==> src/rtl/core_dmem_wb_master.sv <==
// core_dmem_wb_master: MEM-stage load/store to Wishbone B4 classic data master
// with byte-lane steering, load extension, bus error/timeout and misalign reporting.
module core_dmem_wb_master #(
  parameter int TIMEOUT_CYCLES = 255,
  parameter int TO_W = 8
) (
  input  logic        clk,
  input  logic        reset_n,
  input  logic [31:0] mem_addr_mem,
  input  logic [31:0] mem_wdata_mem,
  input  logic        mem_write_mem,
  input  logic        mem_read_mem,
  input  logic [2:0]  mem_op_mem,
  output logic [31:0] mem_rdata_mem,
  output logic        stall_pipl,
  output logic        wb_cyc_o,
  output logic        wb_stb_o,
  output logic        wb_we_o,
  output logic [31:0] wb_adr_o,
  output logic [31:0] wb_dat_o,
  output logic [3:0]  wb_sel_o,
  input  logic [31:0] wb_dat_i,
  input  logic        wb_ack_i,
  input  logic        wb_err_i,
  output logic        bus_err_o,
  output logic        misalign_o
);
  typedef enum logic [1:0] {IDLE, BUSY, DONE} state_t;
  state_t state_q, state_d;
  logic [TO_W-1:0] cnt_q, cnt_d;
  logic [2:0] op_q, op_d;
  logic [1:0] off_q, off_d;
  logic [31:0] rdata_q, rdata_d, adr_q, adr_d, dat_q, dat_d;
  logic [3:0] sel_q, sel_d;
  logic cyc_q, cyc_d, we_q, we_d, bus_err_q, bus_err_d, misalign_q, misalign_d;
  logic req, mis, timeout;
  logic [3:0] sel_n;
  logic [31:0] dat_n, sh, ld;
  assign req = mem_read_mem | mem_write_mem;
  // op[1] set means word (including the undefined codes 011/110/111)
  assign mis = mem_op_mem[1] ? |mem_addr_mem[1:0] : mem_op_mem[0] & mem_addr_mem[0];
  assign sel_n = mem_op_mem[1] ? 4'b1111 : ((mem_op_mem[0] ? 4'b0011 : 4'b0001) << mem_addr_mem[1:0]);
  assign dat_n = mem_op_mem[1] ? mem_wdata_mem :
                 mem_op_mem[0] ? {2{mem_wdata_mem[15:0]}} : {4{mem_wdata_mem[7:0]}};
  assign sh = wb_dat_i >> {off_q, 3'b000};
  assign ld = op_q[1] ? sh :
              op_q[0] ? {{16{~op_q[2] & sh[15]}}, sh[15:0]} : {{24{~op_q[2] & sh[7]}}, sh[7:0]};
  assign timeout = cnt_q == TO_W'(TIMEOUT_CYCLES - 1);
  always_comb begin
    state_d = state_q;
    cnt_d = cnt_q;
    op_d = op_q;
    off_d = off_q;
    rdata_d = rdata_q;
    adr_d = adr_q;
    dat_d = dat_q;
    sel_d = sel_q;
    cyc_d = cyc_q;
    we_d = we_q;
    bus_err_d = 1'b0;
    misalign_d = 1'b0;
    case (state_q)
      IDLE: if (req) begin
        if (mis) begin
          state_d = DONE;
          misalign_d = 1'b1;
          rdata_d = '0;
        end else begin
          state_d = BUSY;
          cnt_d = '0;
          cyc_d = 1'b1;
          we_d = mem_write_mem;
          adr_d = {mem_addr_mem[31:2], 2'b00};
          dat_d = dat_n;
          sel_d = sel_n;
          op_d = mem_op_mem;
          off_d = mem_addr_mem[1:0];
        end
      end
      BUSY: begin
        cnt_d = cnt_q + 1'b1;
        if (wb_err_i || timeout) begin
          state_d = DONE;
          cyc_d = 1'b0;
          rdata_d = '0;
          bus_err_d = 1'b1;
        end else if (wb_ack_i) begin
          state_d = DONE;
          cyc_d = 1'b0;
          rdata_d = we_q ? '0 : ld;
        end
      end
      DONE: begin
        state_d = IDLE;
        cnt_d = '0;
      end
      default: state_d = IDLE;
    endcase
  end
  always_ff @(posedge clk or negedge reset_n)
    if (!reset_n) begin
      state_q <= IDLE;
      cnt_q <= '0;
      op_q <= '0;
      off_q <= '0;
      rdata_q <= '0;
      adr_q <= '0;
      dat_q <= '0;
      sel_q <= '0;
      cyc_q <= 1'b0;
      we_q <= 1'b0;
      bus_err_q <= 1'b0;
      misalign_q <= 1'b0;
    end else begin
      state_q <= state_d;
      cnt_q <= cnt_d;
      op_q <= op_d;
      off_q <= off_d;
      rdata_q <= rdata_d;
      adr_q <= adr_d;
      dat_q <= dat_d;
      sel_q <= sel_d;
      cyc_q <= cyc_d;
      we_q <= we_d;
      bus_err_q <= bus_err_d;
      misalign_q <= misalign_d;
    end
  assign stall_pipl = (state_q == IDLE && req) || state_q == BUSY;
  assign mem_rdata_mem = rdata_q;
  assign wb_cyc_o = cyc_q;
  assign wb_stb_o = cyc_q;
  assign wb_we_o = we_q;
  assign wb_adr_o = adr_q;
  assign wb_dat_o = dat_q;
  assign wb_sel_o = sel_q;
  assign bus_err_o = bus_err_q;
  assign misalign_o = misalign_q;
endmodule

==> config.mk <==
export PLATFORM = sky130hd
export DESIGN_NAME = core_dmem_wb_master
export DESIGN_NICKNAME = d
export VERILOG_FILES = /design/src/rtl/core_dmem_wb_master.sv
export SDC_FILE = /design/constraint.sdc
export NUM_CORES = 1
export LEC_CHECK = 0
export ABC_AREA = 1
export BUFFER_PORTS_ARGS = -buffer_cell sky130_fd_sc_hd__buf_4
export CAP_MARGIN = 5
export CORE_MARGIN = 2
export CORE_UTILIZATION = 23
export CTS_CLUSTER_DIAMETER = 200
export DETAILED_ROUTE_END_ITERATION = 7
export MAX_ROUTING_LAYER = met4
export PLACE_DENSITY = 0.4
export SYNTH_ARGS = -nofsm -noshare
export SYNTH_HDL_FRONTEND = slang
export SYNTH_SLANG_ARGS = --single-unit
==> constraint.sdc <==
create_clock -name clk -period 1.6 [get_ports clk]
set_input_delay 0.08 -clock clk [delete_from_list [all_inputs] [get_ports clk]]
set_output_delay 0.08 -clock clk [all_outputs]
set_load 0.01 [all_outputs]
==> summary.txt, run 1 <==
Global route
  – Initial antenna violation count: 1
  – Met2 GRT Util: 25.21%
  – Total congestion overflow: 0
  – Number of global-route vias before repair: slightly below 6000
  – Most used routing layer: met2
  – Global-route wire length before repair: 32310 um
  – GR Layer Usage met1: 21.69%
  – Tot GR Track Use: roughly 16%
  – Largest net degree at the start of global routing: 45
  – Met3 Track Usage GR: ~4.2%

Route
  – Detailed Route WL: 21040 um
  – Wirelength per Cell: roughly 16 um
  – Starting DRC count in detailed routing: about 230
  – Post-route ant nets: 0
  – DR pass1 iterations: 4
  – Vias per cell: ~4.2
  – DRC: 0
  – Via count: 5691

Finish
  – Final instance area: 9400 um^2
  – Area overhead of the layout relative to synthesis: 68.04%
  – Ratio of cells with drive above 1 in the final layout: approximately a third
  – Post-layout util: 39.00%
  – Final nets: ~1100

Setup path
  – Worst path bufs/invs: 3
  – Critical Path AT: ~1.9 ns
  – Top delay family on crit path: simple AND/OR/NAND/NOR gates
  – Worst path cell trace: inv_2 > ha_4 > inv_2 > nor2_2 > nand2_2 > nand3_4 > nand2_4 > nor2_4 > clkbuf_16 > nand3_1 > nand2_1
  – Cell mode on critical path: inv_2
  – WS Path Type: reg -> reg
  – Slowest-stage cell, CP: dfrtp_1
  – CP Launch Type: flip-flop
  – Crit-path max FO: 8
  – WP data required: 1.95 ns
  – Kind of end point of the critical path: flip-flop
  – Critical path's largest stage delay: approximately 0.38 ns

Yosys
  – Synth warn: 0
  – Synth cell count leaders: nand2_1 (316), dfrtp_1 (117), nand3_1 (55)
  – #FFs+latches synth: between 100 and 150
  – Post-Syn Area: roughly 5600 um^2
  – Ys async rst share: between 90% and 100%
  – Count leader, synth: nand2_1
  – Syn_area_per_cell: 7.846 um^2
  – Cells after Synth: approximately 710
  – Post-synth EDFFs: 0
  – Synth top area cells: dfrtp_1 (52%), nand2_1 (21%), nand3_1 (4.9%)
  – Post-synthesis cell type count: 32
  – Top FF cell, synth: dfrtp_1
  – Area fraction of the dominant cell type after synthesis: 52.34%
  – Synth area leader: dfrtp_1
  – Seq/Total Area, Yosys: 52.34%

Placement
  – GP Congestion: around 0.76
  – Buffers on Ports: about 210
  – Area after DPL: between 7000 and 8000 um^2
  – Post-DP HPWL: about 14000 um
  – Setup slack at placement: just under 0.07 ns

STA
  – Fin. max-slew vios: 0
  – Fin Clk Skew: 0.01081 ns
  – Final setup fails: 0
  – Fin crit share: 97.75%
  – Worst hold margin: 0.05263 ns
  – RSZ-0062 raised after global routing: true
  – Fin crit period: about 1.6 ns
  – Max Clock Freq: roughly 0.64 GHz
  – Hold Fails Final Rpt: 0
  – Final setup margin: about 0.036 ns

CTS
  – Root buffer cell: clkbuf_16
  – Max clock buf depth: 2
  – Clock latency on the worst-skew pair: between 0.4 and 0.5 ns
  – CTS Buf Count: 17
  – CTS sink cnt: 117
  – Htree depth: 4
  – TritonCTS clock tree: yes
  – Clock transition at path regs: roughly 0.06 ns

Floorplanning
  – DIE AREA: about 26000 um^2
  – I/O pins: roughly 210
  – Row Count: 57
  – Placeable Area: 24110 um^2
  – Die Ht: 160.0 um
  – DIE WIDTH: 160.0 um
  – Initial Util: approximately 23%

Run status
  – Status: finished, final reports clean

Run
  – Max-cap viol count: 0

Pwr
  – Static Leak: between 4 and 5 nW
  – PD cells: 1671 nW/um^2
  – VDD IR-drop max: 0.7145 mV

Min path
  – Worst min-delay path class: in -> reg
[worst min-delay path, stage by stage]
cell and delay [ns]:
buf_4 0.11, nand2_1 0.06, a22oi_1 0.08, nand2_1 0.07
nand2_1 0.04
[layout by cell type, fill, tap and decap left out, drive strengths merged]
master	count
bufinv	6
clkinvlp	3
diode	1
nor2	38
nand4	2
buf	244
conb	2
a21oi	17
nand3	57
nand3b	1
clkbuf	26
xor2	3
o21ai	56
o211ai	5
dfrtp	117
or2	1
o31ai	5
a2bb2oi	3
o21bai	1
nor3	1
nand2	320
dlygate4sd3	68
ha	2
a22oi	7
a211oi	1
inv	30
xnor2	1
clkinv	2
[routing by layer]
metal	part of all wire, %	up-vias	wire (um)
met1	48	2642	10030
met5	0	-	0
met3	6.1	12	1280
met4	0.75	0	157
met2	45	167	9568
li1	-	2870	-
[final cells by class]
| cell class | instances | area, um^2 |
|---|---|---|
| Clock buffer | 21 | 480.5 |
| Tap cell | 324 | 405.4 |
| Clock inverter | 11 | 220.2 |
| Timing Repair Buffer | 317 | 2783 |
| Multi-Input combinational cell | 523 | 2464 |
| Antenna cell | 1 | 2.502 |
| Inverter | 30 | 117.6 |
| Fill cell | 2568 | 14710 |
| Sequential cell | 117 | 2928 |
[report_power, final]
group	total [mW]	switching, mW	internal (mW)
clock	4.55	1.46	3.10
combinational	6.44	3.51	2.93
sequential	4.71	0.705	4.00
total	15.7	5.68	10.0
[cell families after synthesis]
family,count (synthesis),share of synthesized area [%]
flops,117,52.34
xor+xnor,4,0.6264
compound gates,95,9.551
fa+ha+maj,2,0.4473
other cells,1,0.06703
simple gates,420,30.40
buf+inv,74,6.576
[through the flow]
| step | setup TNS, ns | instances | power, mW |
|---|---|---|---|
| 2_1_floorplan | 0 | 714 | 7.633 |
| 3_3_place_gp | 0 | 1232 | 10.79 |
| 3_5_place_dp | 0 | 1232 | 10.74 |
| 4_1_cts | 0 | 1332 | 15.52 |
| 5_1_grt | -2.009 | 1344 | 16.78 |
| 6_report | 0 | 1344 | 15.71 |
[flip-flops by register name, indices dropped and copies added (netlist names)]
register and count:
op_q 3, bus_err_o 1, wb_adr_o 30, wb_cyc_o 1
state_q 2, wb_dat_o 32, off_q 2, wb_we_o 1
misalign_o 1, mem_rdata_mem 32, cnt_q 8, wb_sel_o 4
[timing repair]
| item | in CTS | in global routing |
|---|---|---|
| hold endpoints to repair | 150 | 0 |
| buffers inserted | 0 | 5 |
| resized for setup | 0 | 44 |
| endpoints found under the setup margin | 0 | 55 |
| hold buffers | 68 | 0 |
[path summary, 6_finish.rpt]
check / start / endpoint / slack, ns / cells after the start
max: cnt_q[0] / mem_rdata_mem[18] / 0.04 / 11
min: wb_dat_i[3] / mem_rdata_mem[3] / 0.05 / 5
max reg2reg: cnt_q[0] / mem_rdata_mem[18] / 0.04 / 11
min reg2reg: mem_rdata_mem[2] / mem_rdata_mem[2] / 0.47 / 2
max in group asynchronous: reset_n / mem_rdata_mem[8] / 0.88 / 3
min in group asynchronous: reset_n / bus_err_o / 0.16 / 2
(Power assumes the default switching activity.)
==> run 2: changes to the inputs <==
- CORE_UTILIZATION: 23 -> 49
- PLACE_DENSITY: 0.4 -> 0.76
- REMOVE_ABC_BUFFERS: unset -> 1
- clock period: 1.6 -> 1.65 ns (I/O delays scaled with it)
==> run 2 against run 1 <==
Die area decreased by 52%; sequential cell count stayed put; wire length decreased by 6.7%; fmax down 4.5%; critical path type unchanged; highest routed layer unchanged.
==> summary.txt, run 2 (same netlist as run 1, synthesis figures left out) <==
Setup path
  – WP data required: 1.99 ns (+0.04 ns)
  – Reg2Reg Setup Slack: 0.01 ns (-0.02 ns)
  – Crit-path max FO: 8 (unchanged)
  – Reg2Reg Depth: 11 (unchanged)
  – Kind of end point of the critical path: flip-flop
  – Critical Path Sink: mem_rdata_mem[26]
  – Reg2reg end: mem_rdata_mem[26]
  – CP Launch Type: flip-flop
  – Crit path launch: cnt_q[0]
  – WS Path Type: reg -> reg
  – FF-to-FF Start: cnt_q[0]
  – Critical Path AT: 1.98 ns (+0.07 ns)

Global route
  – Global-route wire length before repair: 30640 um (-5.2%)
  – Tot GR Track Use: 32.03% (+16 points)
  – Largest net degree at the start of global routing: 40 (-11%)
  – Total congestion overflow: 0 (unchanged)
  – Number of global-route vias before repair: 6169 (+4.8%)
  – Initial antenna violation count: 0 (-1)

STA
  – Final setup fails: 0 (unchanged)
  – Hold Fails Final Rpt: 0 (unchanged)
  – Max Clock Freq: 0.6107 GHz (-4.5%)
  – Fin Clk Skew: 0.01405 ns (+0.003233 ns)
  – Final setup margin: 0.01255 ns (-0.02352 ns)
  – Fin. max-slew vios: 0 (unchanged)
  – RSZ-0062 raised after global routing: true
  – Fin crit share: 99.24% (+1.5 points)
  – Fin crit period: 1.637 ns (+0.07352 ns)
  – Setup TNS: 0 ns (unchanged)

Route
  – Post-route ant nets: 0 (unchanged)
  – Wirelength per Cell: 17.08 um (+9.1%)
  – DR pass1 iterations: 6 (+2)
  – DRC: 0 (unchanged)
  – Detailed Route WL: 19630 um (-6.7%)
  – Vias per cell: 5.453 (+29%)
  – Via count: 6265 (+10%)
  – Starting DRC count in detailed routing: 583 (+160%)

Floorplanning
  – I/O pins: 211 (unchanged)
  – DIE AREA: 12290 um^2 (-52%)
  – DIE WIDTH: 110.9 um (-31%)
  – Die Ht: 110.9 um (-31%)
  – Placeable Area: 11270 um^2 (-53%)
  – Initial Util: 49.63% (+26 points)
  – Row Count: 39 (-32%)

Pwr
  – Static Leak: 4.671 nW (-3.1%)
  – PD cells: 1635 nW/um^2 (-2.2%)
  – Total power: 14.35 mW (-8.6%)
  – VDD IR-drop max: 1.141 mV (+60%)

Finish
  – Diodes inserted: 0 (-1)
  – Final instance area: 8780 um^2 (-6.6%)
  – Commonest non-fill, non-tap cell in the layout: nand2_1
  – Ratio of cells with drive above 1 in the final layout: 29.72% (-3.0 points)
  – Final nets: 1100 (-1.2%)
  – Most frequent cells in the layout: nand2_1 (313), buf_4 (226), dfrtp_1 (117)
  – Area overhead of the layout relative to synthesis: 56.94%
  – Post-layout util: 77.89% (+39 points)

Min path
  – Worst min-delay path class: in -> reg

CTS
  – Clock latency on the worst-skew pair: 0.41 ns (about the same)
  – Clock transition at path regs: 0.06 ns (about the same)
  – Root buffer cell: clkbuf_16
  – CTS Buf Count: 17 (unchanged)
  – Htree depth: 4 (unchanged)
  – Max clock buf depth: 2 (unchanged)
  – TritonCTS clock tree: yes
  – CTS sink cnt: 117 (unchanged)

Run status
  – Status: finished, final reports clean

Placement
  – Area after DPL: 7316 um^2 (-4.6%)
  – Post-DP HPWL: 11600 um (-16%)
  – GP Congestion: 0.8599 (+13%)
  – Buffers on Ports: 208 (unchanged)
  – Setup slack at placement: 0.1365 ns (+0.06703 ns)

Run
  – Max-cap viol count: 0 (unchanged)
-- run 2: cell type report --
cell class / instances / area (um^2)
inverter: 30 / 112.6
timing repair buffer: 304 / 2575
fill: 710 / 2492
clock buffer: 17 / 425.4
multi-input combinational: 523 / 2377
sequential: 117 / 2928
clock inverter: 15 / 182.7
tap: 143 / 178.9
-- run 2: power by group --
| part | internal, mW | switching [mW] | leakage [nW] |
|---|---|---|---|
| registers | 3.88 | 0.753 | 1.51 |
| logic | 2.58 | 3.36 | 2.87 |
| clock network | 2.38 | 1.40 | 0.285 |
-- run 2: through the flow --
| stage | hold slack (ns) | std cells |
|---|---|---|
| finish | 0.04806 | 1149 |
| global placement | 0.05879 | 1042 |
| CTS | 0.01405 | 1141 |
| floorplan | -0.2131 | 670 |
| global route | 0.06469 | 1149 |
| detailed placement | 0.06413 | 1042 |
-- run 2: per-layer routing --
layer | up-vias | track usage, % | wire [um]
met4 | 0 | 15.83 | 808
met5 | - | - | 0
li1 | 2834 | - | -
met1 | 2932 | 38.66 | 7335
met2 | 426 | 50.22 | 9642
met3 | 73 | 8.311 | 1839
-- run 2: timing repair --
item | 4_1_cts | 5_1_grt
setup buffers | 0 | 5
gates resized for setup | 0 | 22
endpoints found under the setup margin | 0 | 27
hold buffers | 67 | 0
hold endpoints to repair | 97 | 0
-- run 2: how the worst min path moves through the flow --
stage,depth (start not counted),start,slack [ns],end
floorplan,0,reset_n,-0.21,bus_err_o
global placement,1,reset_n,0.06,bus_err_o
detailed placement,1,reset_n,0.06,bus_err_o
CTS,4,wb_ack_i,0.01,state_q[0]
global route,3,mem_op_mem[0],0.06,wb_dat_o[10]
finish,3,mem_op_mem[0],0.05,wb_dat_o[12]
-- run 2: worst max-delay path, cell delays in order (launching register included) --
cell and delay, ns:
dfrtp_1 0.38, inv_1 0.07, ha_2 0.17, inv_2 0.04, nor2_4 0.08, nand2_2 0.09, nand3_4 0.08, nand2_4 0.06
nor2_4 0.24, clkbuf_16 0.22, nand3_2 0.06, nand2_1 0.08
==> run 3: changes to the inputs <==
- CTS_BUF_LIST: unset -> sky130_fd_sc_hd__clkbuf_4 sky130_fd_sc_hd__clkbuf_8 sky130_fd_sc_hd__clkbuf_16
- TNS_END_PERCENT: unset -> 10
==> run 3 against run 2 <==
Fmax about the same; global-route usage unchanged; critical endpoint is now mem_rdata_mem[17]; clock skew up 0.0015 ns; largest power group unchanged; critical path type unchanged.
==> summary.txt, run 3 (same netlist as run 1, synthesis figures left out) <==
Global route
  – Met3 Track Usage GR: 8.311% (unchanged)
  – Global-route wire length before repair: 30640 um (unchanged)
  – Tot GR Track Use: 32.03% (unchanged)
  – Total congestion overflow: 0 (unchanged)
  – Initial antenna violation count: 0 (unchanged)
  – Number of global-route vias before repair: 6169 (unchanged)
  – Largest net degree at the start of global routing: 40 (unchanged)
  – GR Layer Usage met1: 38.66% (unchanged)
  – Met2 GRT Util: 50.22% (unchanged)
  – Most used routing layer: met2

STA
  – Hold Fails Final Rpt: 0 (unchanged)
  – Fin Clk Skew: 0.01560 ns (+0.001549 ns)
  – Final setup fails: 0 (unchanged)
  – RSZ-0062 raised after global routing: true
  – Fin crit share: 99.20% (about the same)
  – Fin. max-slew vios: 0 (unchanged)
  – Fin crit period: 1.637 ns (-0.0006133 ns)
  – Worst hold margin: 0.04964 ns (+0.001581 ns)
  – Max Clock Freq: 0.6109 GHz (about the same)

Placement
  – Area after DPL: 7316 um^2 (unchanged)
  – Buffers on Ports: 208 (unchanged)
  – Post-DP HPWL: 11600 um (unchanged)
  – GP Congestion: 0.8599 (unchanged)
  – Placed Instances: 1042 (unchanged)

Setup path
  – WS Path Type: reg -> reg
  – Crit-path max FO: 8 (unchanged)
  – Slowest-stage cell, CP: dfrtp_1
  – Top delay family on crit path: simple AND/OR/NAND/NOR gates
  – FF-to-FF Start: cnt_q[0]
  – WP data required: 1.99 ns (about the same)
  – Instance count on the critical path: 11 (unchanged)
  – Reg2reg end: mem_rdata_mem[17]
  – Worst path bufs/invs: 3 (unchanged)
  – CP Launch Type: flip-flop
  – Crit path launch: cnt_q[0]
  – Reg2Reg Depth: 11 (unchanged)
  – Cell mode on critical path: nor2_4
  – Worst path cell trace: inv_1 > ha_2 > inv_2 > nor2_4 > nand2_2 > nand3_4 > nand2_4 > nor2_4 > clkbuf_16 > nand3_2 > nand2_1
  – Kind of end point of the critical path: flip-flop
  – Critical Path AT: 1.98 ns (about the same)
  – Reg2Reg Setup Slack: 0.01 ns (about the same)
  – Critical path's largest stage delay: 0.39 ns (about the same)

Floorplanning
  – DIE AREA: 12290 um^2 (unchanged)
  – Initial Util: 49.63% (unchanged)
  – Die Ht: 110.9 um (unchanged)
  – I/O pins: 211 (unchanged)
  – Placeable Area: 11270 um^2 (unchanged)
  – Row Count: 39 (unchanged)
  – DIE WIDTH: 110.9 um (unchanged)

Route
  – Wirelength per Cell: 17.07 um (about the same)
  – DRC: 0 (unchanged)
  – Post-route ant nets: 0 (unchanged)
  – Starting DRC count in detailed routing: 531 (-8.9%)
  – DR pass1 iterations: 5 (-1)
  – Via count: 6242 (-0.37%)
  – Vias per cell: 5.433 (-0.37%)
  – Detailed Route WL: 19620 um (about the same)

Finish
  – Post-layout util: 77.78% (-0.11 points)
  – Most frequent cells in the layout: nand2_1 (316), buf_4 (226), dfrtp_1 (117)
  – Finished Layout Cells: 1149 (unchanged)
  – Commonest non-fill, non-tap cell in the layout: nand2_1
  – Ratio of cells with drive above 1 in the final layout: 29.42% (-0.30 points)
  – Final instance area: 8767 um^2 (-0.14%)
  – Diodes inserted: 0 (unchanged)
  – Area overhead of the layout relative to synthesis: 56.72%
  – Final nets: 1100 (unchanged)

CTS
  – Clock latency on the worst-skew pair: 0.41 ns (about the same)
  – CTS Buf Count: 17 (unchanged)
  – Max clock buf depth: 2 (unchanged)
  – CTS sink cnt: 117 (unchanged)
  – TritonCTS clock tree: yes
  – Root buffer cell: clkbuf_16
  – Clock transition at path regs: 0.06 ns (about the same)
  – Htree depth: 4 (unchanged)

Run status
  – Status: finished, final reports clean

Pwr
  – Static Leak: 4.660 nW (-0.24%)
  – VDD IR-drop max: 1.141 mV (about the same)
  – PD cells: 1635 nW/um^2 (about the same)

Min path
  – Hold Path End: wb_dat_o[12]
  – Worst min-delay path class: in -> reg
  – Hold path depth: 3 (unchanged)
  – Hold_sp: mem_op_mem[0]

Run
  – Max-cap viol count: 0 (unchanged)
## run 3: worst reg2reg max path, delay by kind of cell, from the launching register on
kind                     cells  cell delay (ns)
flip-flops                   1             0.39
AND/OR/NAND/NOR              7             0.69
buffers and inverters        3             0.34
adder cells (fa/ha/maj)      1             0.17
## run 3: metrics by stage
| stage | worst slack [ns] | total power, mW | TNS (ns) |
|---|---|---|---|
| CTS | 0.06244 | 13.92 | 0 |
| floorplan | -0.9243 | 7.123 | -61.00 |
| global placement | 0.1932 | 9.829 | 0 |
| finish | 0.01317 | 14.34 | 0 |
| detailed placement | 0.1365 | 9.975 | 0 |
| global route | -0.07275 | 15.08 | -1.017 |
## run 3: cell type report
class	instances	area, um^2
Inverter	30	112.6
Multi-Input combinational cell	523	2365
Clock inverter	15	182.7
Timing Repair Buffer	304	2575
Clock buffer	17	425.4
Sequential cell	117	2928
Tap cell	143	178.9
Fill cell	713	2505
## run 3: how the worst max path moves through the flow
stage | end
after floorplan | wb_dat_o[16]
after global placement | mem_rdata_mem[31]
after detailed placement | mem_rdata_mem[20]
after CTS | mem_rdata_mem[27]
after global routing | mem_rdata_mem[17]
final | mem_rdata_mem[17]
## run 3: power by group
part           switching [mW]  internal [mW]  total, mW
logic                    3.35           2.58       5.93
clock network            1.39           2.38       3.77
registers               0.752           3.88       4.63
## run 3: per-layer routing
metal / wire, um / vias to the layer above
li1: - / 2831
met1: 7332 / 2929
met2: 9623 / 406
met3: 1877 / 76
met4: 784 / 0
met5: 0 / -
## run 3: what timing repair did
item                       4_1_cts  5_1_grt
gates resized for setup          0       18
setup endpoints to repair        0       27
hold buffers                    67        0
hold endpoints to repair        97        0
buffers inserted                 0        5
